File: src/rtl/pace_pingpong_oup_if.sv
// Stream handshake bundle for packed output words.
// Carries data, byte strobe, valid and ready.
interface hwpe_stream_intf_stream #(
  parameter int unsigned DATA_WIDTH = 32
);
  localparam int unsigned STRB_WIDTH = DATA_WIDTH / 8;

  logic                  valid;
  logic                  ready;
  logic [DATA_WIDTH-1:0] data;
  logic [STRB_WIDTH-1:0] strb;

  modport source (
    output valid,
    output data,
    output strb,
    input  ready
  );

  modport sink (
    input  valid,
    input  data,
    input  strb,
    output ready
  );
endinterface

File: src/rtl/pace_pingpong_oup.sv
// Packs engine beats into full output words, then queues them in a 2-entry FIFO.
// Define PACE_PINGPONG_OUP_FLUSH_EN to emit partial words on last_i.
module pace_pingpong_oup #(
  parameter int unsigned OupDataWidth   = 256,
  parameter int unsigned NumRows        = 8,
  parameter int unsigned CEInpDataWidth = 16,
  parameter int unsigned InpDataWidth   = NumRows * CEInpDataWidth
) (
  input  logic                    clk_i,
  input  logic                    rst_i,
  input  logic                    clear_i,
  input  logic                    enable_i,
  input  logic [InpDataWidth-1:0] input_i,
  input  logic                    valid_i,
  output logic                    ready_o,
  input  logic                    last_i,
  hwpe_stream_intf_stream.source  output_o
);

  localparam int unsigned NumStreams = OupDataWidth / InpDataWidth;
  localparam int unsigned SliceStrb  = InpDataWidth / 8;
  localparam int unsigned StrbWidth  = OupDataWidth / 8;
  localparam int unsigned CntWidth   = $clog2(NumStreams);
  localparam logic [CntWidth-1:0] LastCnt = CntWidth'(NumStreams - 1);

  if (NumStreams < 2 || NumStreams * InpDataWidth != OupDataWidth) begin : g_bad_cfg
    $error("OupDataWidth must be an integer multiple >= 2 of InpDataWidth");
  end

  logic [CntWidth-1:0]                     beat_cnt;
  logic [NumStreams-2:0][InpDataWidth-1:0] pack_q;

  logic [1:0]              fifo_cnt;
  logic                    rd_ptr;
  logic                    wr_ptr;
  logic [OupDataWidth-1:0] fifo_data [2];
  logic [StrbWidth-1:0]    fifo_strb [2];

  logic                    full_beat;
  logic                    last_beat;
  logic                    fifo_full;
  logic                    accept;
  logic                    push;
  logic                    pop;
  logic [OupDataWidth-1:0] word_data;
  logic [StrbWidth-1:0]    word_strb;

  assign full_beat = beat_cnt == LastCnt;
  assign fifo_full = fifo_cnt == 2'd2;
  assign wr_ptr    = rd_ptr ^ fifo_cnt[0];

`ifdef PACE_PINGPONG_OUP_FLUSH_EN
  // A flushing beat always pushes, so it needs FIFO room regardless of slot.
  assign last_beat = last_i;
  assign ready_o   = enable_i & ((valid_i & last_i) ? !fifo_full
                                                    : (!full_beat | !fifo_full));
`else
  logic unused_last;
  assign unused_last = last_i;
  assign last_beat   = 1'b0;
  assign ready_o     = enable_i & (!full_beat | !fifo_full);
`endif

  assign accept = valid_i & ready_o;
  assign push   = accept & (full_beat | last_beat);
  assign pop    = output_o.valid & output_o.ready;

  // Slices below beat_cnt come from the pack register; slots above stay zero.
  always_comb begin
    word_data = '0;
    word_strb = '0;
    for (int s = 0; s < NumStreams - 1; s++) begin
      if (s < int'(beat_cnt)) begin
        word_data[s*InpDataWidth +: InpDataWidth] = pack_q[s];
        word_strb[s*SliceStrb +: SliceStrb]       = '1;
      end
    end
    for (int s = 0; s < NumStreams; s++) begin
      if (s == int'(beat_cnt)) begin
        word_data[s*InpDataWidth +: InpDataWidth] = input_i;
        word_strb[s*SliceStrb +: SliceStrb]       = '1;
      end
    end
  end

  always_ff @(posedge clk_i) begin
    if (rst_i || clear_i) begin
      beat_cnt  <= '0;
      pack_q    <= '0;
      fifo_cnt  <= '0;
      rd_ptr    <= 1'b0;
      for (int i = 0; i < 2; i++) begin
        fifo_data[i] <= '0;
        fifo_strb[i] <= '0;
      end
    end else begin
      if (push) begin
        beat_cnt          <= '0;
        fifo_data[wr_ptr] <= word_data;
        fifo_strb[wr_ptr] <= word_strb;
      end else if (accept) begin
        beat_cnt <= beat_cnt + 1'b1;
        for (int s = 0; s < NumStreams - 1; s++) begin
          if (s == int'(beat_cnt)) pack_q[s] <= input_i;
        end
      end
      if (pop) rd_ptr <= ~rd_ptr;
      unique case ({push, pop})
        2'b10:   fifo_cnt <= fifo_cnt + 2'd1;
        2'b01:   fifo_cnt <= fifo_cnt - 2'd1;
        default: fifo_cnt <= fifo_cnt;
      endcase
    end
  end

  assign output_o.valid = fifo_cnt != 2'd0;
  assign output_o.data  = fifo_data[rd_ptr];
  assign output_o.strb  = fifo_strb[rd_ptr];

`ifndef SYNTHESIS
  property p_hold;
    @(posedge clk_i) disable iff (rst_i || clear_i)
      valid_i && !ready_o |=> valid_i && $stable(input_i) && $stable(last_i);
  endproperty
  a_hold: assert property (p_hold)
    else $error("beat dropped or changed before acceptance");
`endif

endmodule

File: src/flat_wrapper.sv
// flat-port wrapper written by rule: the top's interface ports become plain ports
module pace_pingpong_oup_flat 
#(
  parameter int unsigned OupDataWidth   = 256,
  parameter int unsigned NumRows        = 8,
  parameter int unsigned CEInpDataWidth = 16,
  parameter int unsigned InpDataWidth   = NumRows * CEInpDataWidth
)
  (clk_i, rst_i, clear_i, enable_i, input_i, valid_i, ready_o, last_i, output_o_valid, output_o_data, output_o_strb, output_o_ready);
  hwpe_stream_intf_stream #(.DATA_WIDTH((256))) output_o_i ();
  input  logic clk_i;
  input  logic rst_i;
  input  logic clear_i;
  input  logic enable_i;
  input  logic [InpDataWidth-1:0] input_i;
  input  logic valid_i;
  output logic ready_o;
  input  logic last_i;
  output wire logic [$bits(output_o_i.valid)-1:0] output_o_valid;
  output wire logic [$bits(output_o_i.data)-1:0] output_o_data;
  output wire logic [$bits(output_o_i.strb)-1:0] output_o_strb;
  input wire logic [$bits(output_o_i.ready)-1:0] output_o_ready;
  assign output_o_valid = output_o_i.valid;
  assign output_o_data = output_o_i.data;
  assign output_o_strb = output_o_i.strb;
  assign output_o_i.ready = output_o_ready;
  pace_pingpong_oup #(.OupDataWidth(OupDataWidth), .NumRows(NumRows), .CEInpDataWidth(CEInpDataWidth), .InpDataWidth(InpDataWidth)) u_core (.clk_i(clk_i), .rst_i(rst_i), .clear_i(clear_i), .enable_i(enable_i), .input_i(input_i), .valid_i(valid_i), .ready_o(ready_o), .last_i(last_i), .output_o(output_o_i));
endmodule
File: config.mk
export PLATFORM = sky130hd
export DESIGN_NAME = pace_pingpong_oup_flat
export DESIGN_NICKNAME = d
export VERILOG_FILES = /design/src/rtl/pace_pingpong_oup_if.sv /design/src/rtl/pace_pingpong_oup.sv /design/src/flat_wrapper.sv
export SDC_FILE = /design/constraint.sdc
export NUM_CORES = 1
export LEC_CHECK = 0
export CAP_MARGIN = 20
export CELL_PAD_IN_SITES_DETAIL_PLACEMENT = 0
export CELL_PAD_IN_SITES_GLOBAL_PLACEMENT = 1
export CORE_UTILIZATION = 29
export CTS_CLUSTER_DIAMETER = 50
export CTS_CLUSTER_SIZE = 8
export DETAILED_ROUTE_END_ITERATION = 10
export GPL_TIMING_DRIVEN = 0
export PLACE_DENSITY = 0.58
export SETUP_SLACK_MARGIN = 0.5
export SYNTH_ARGS = -nofsm -noshare
export SYNTH_HDL_FRONTEND = slang
export SYNTH_SLANG_ARGS = --single-unit
File: constraint.sdc
create_clock -name clk_i -period 11.3 [get_ports clk_i]
set_input_delay 2.26 -clock clk_i [delete_from_list [all_inputs] [get_ports clk_i]]
set_output_delay 2.26 -clock clk_i [all_outputs]
set_load 0.01 [all_outputs]
==> out/qor.yml <==
route:
  routed.top_layer: "met5"
  wl_met2_um: 46700
  routed_via_density: 4.673
  m1WireLength_um: 39920
  vias: 19996
  drtPass1Iterations: 5
  met3_length_um: 5225
  drcViolationCount: 0
  routed_wl_um: 93430
  drt_iter0_markers: 1497
  wl_per_cell_um: 21.83
  ant_nets: 0
clocking:
  root_buffer: "clkbuf_16"
  insertion_delay_ns: 0.66
  cts_buffer_depth: 3
  cts_buffers: 100
  clkSinkCount: 649
  postCtsResizedCells: 0
  cts_setup_buffers: 0
  htree_levels: 3
  clk_pin_slew_ns: 0.05
  postCtsHoldBufs: 0
  cts_tree: "built"
placed_design:
  gp_congestion: 0.7796
  portBuffers: 423
  dp.final_hpwl_um: 66510
sta:
  min_period_ns: 5.905
  hold_viol: 0
  setup_violations: 0
  finClkSkew_ns: 0.02067
  finalMaxSlewViolations: 0
  maxSlewHeadroom_pct: 29.25
  finalSetupTns_ns: 0
  rsz0062_at_grt: "no"
  tightest_slew_ns: 1.061
  fmax_mhz: 169.4
  fin_crit_sh_pct: 52.25
die:
  num_io_pins: 425
  dieArea_um2: 99800
  num_rows: 114
  die_x_um: 315.9
  die_h_um: 315.9
  start_util_pct: 29.42
  coreArea_um2: 97140
yosys:
  synth_compound_area_share_pct: 2.518
  synthXorXnorAreaFrac_pct: 0.09194
  syn_area_um2: 28580
  ys_async_sr_fraction_pct: 0
  netlist.area_leader.share_pct: 54.22
  seq_area_frac_synth_pct: 63.54
  synthMuxAreaShare_pct: 15.21
  syn_nets: 2521
  synth_edf_count: 516
  synthAdderAreaFrac_pct: 0.04378
  synth_seq_cells: 649
  synth_top_family_by_area: "multiplexers"
  ys_warn_count: 0
  synth_area_leaders: "edfxtp_1, mux2_2, dfxtp_1"
  synth_common_cells: "edfxtp_1, nand2_1, mux2_2, nor2_1"
  avgSynthCellArea_um2: 11.98
  yosysMostFrequentCell: "edfxtp_1"
  synth_top_cell_by_area: "edfxtp_1"
  synthDistinctLibCells: 31
  synth-simple-area-share_pct: 14.71
  ys.flop_type: "edfxtp_1"
  syn_inst: 2385
layout:
  final_core_util_pct: 38.85
  drive_above_1_share_pct: 22.53
  nFillCells: 9326
  fin_nets: 3054
  sequential_cell_area_um2: 18160
  multi_input_comb_area_um2: 9323
  syn2layout_area_growth_pct: 32.06
critical_path:
  crit_type: "flop to primary output"
  critPathMaxFanout: 10
  cp-end-kind: "primary output"
  arrival_ns: 3.64
  required_ns: 9.04
  startpoint_type: "flop"
global_route:
  overflow: 0
  grt_max_degree: 62
  track_usage_pct: 18.43
  grt_pass1_wl_um: 135800
  grt_pass1_vias: 20636
  grt_antenna_before_repair: 9
power:
  leakage_nw: 13.87
  ir_drop_mv: 0.08969
  power.density_nw_per_um2: 159.6
run_status:
  run_status: "finished, final reports clean"
job:
  max_cap_violations: 0
min_path:
  hp-class: "flop to flop"
## cells in the final DEF (no fill, tap or decap), types with 3 or more instances in the layout
cell	count
edfxtp_1	516
dfxtp_1	133
nand2_1	450
clkdlybuf4s50_1	423
buf_4	35
clkinv_2	3
mux2_2	386
clkbuf_16	103
clkbuf_8	12
a21oi_1	130
buf_16	8
nor2_1	264
and3_1	125
nor3_1	133
clkbuf_1	132
clkbuf_2	15
buf_2	97
clkinvlp_4	4
## through the flow
| step | power (mW) | instances | hold slack (ns) | area [um2] | setup WS [ns] |
|---|---|---|---|---|---|
| 6_report | 6.025 | 4279 | 0.4502 | 37740 | 5.395 |
| 5_1_grt | 6.224 | 4277 | 0.4685 | 37730 | 5.080 |
| 4_1_cts | 6.091 | 4277 | 0.4508 | 37730 | 5.132 |
| 3_5_place_dp | 3.211 | 4092 | 0.4442 | 34650 | 5.355 |
| 3_3_place_gp | 3.238 | 4084 | 0.4378 | 34410 | -3.779 |
| 2_1_floorplan | 2.958 | 2385 | 0.4329 | 28580 | 2.045 |
## registers in the layout, indices dropped and copies added, names as in the netlist, named ones only
register,cells
u_core.fifo_data,512
u_core.fifo_strb,4
u_core.pack_q,128
u_core.rd_ptr,1
u_core.fifo_cnt,2
u_core.beat_cnt,1
## power breakdown
part	internal, mW	total [mW]	switching [mW]
clock network	1.80	2.87	1.07
registers	2.66	2.69	0.0226
logic	0.212	0.474	0.262
total	4.67	6.02	1.35
## path summary, 6_finish.rpt
path                                           endpoint  slack [ns]         startpoint  cells past startpoint
worst max-delay path                 output_o_data[231]        5.40               flop                      5
worst min-delay path                  u_core.pack_q[57]        0.45  u_core.pack_q[57]                      2
worst max register to register  u_core.fifo_data[0][51]        7.62    u_core.beat_cnt                      9
worst min register to register        u_core.pack_q[57]        0.45  u_core.pack_q[57]                      2
## metal layers
metal / track usage, % / up-vias
li1: - / 9475
met1: 23.54 / 9928
met2: 31.83 / 471
met3: 3.831 / 116
met4: 4.172 / 6
met5: 0 / -
## final cells by class
cell class / instances / share of cell area, %
inverters: 2 / 0.01989
multi-input cells: 1511 / 24.70
clock buffers: 173 / 7.844
well taps: 1276 / 4.230
plain buffers: 223 / 2.937
clock inverters: 12 / 0.3349
flip-flops and latches: 649 / 48.11
diodes: 2 / 0.01326
repair buffers: 431 / 11.80
## logic make-up (layout without fill, tap and decap cells)
group,after synthesis,after routing
xor gates and xnor gates,3,3
AOI/OAI and AO/OA,138,138
adders and majority gates,1,1
muxes,386,386
other,0,2
DFF,649,649
buffers and inverters,225,841
and+or+nand+nor,983,983
## critical path: stages (launching register included)
cell and delay, ns:
dfxtp_1 0.30, clkbuf_1 0.45, clkbuf_1 0.78, buf_2 0.41, mux2_2 0.37, clkdlybuf4s50_1 0.66
Note: power is estimated with default switching activity, not from simulation.
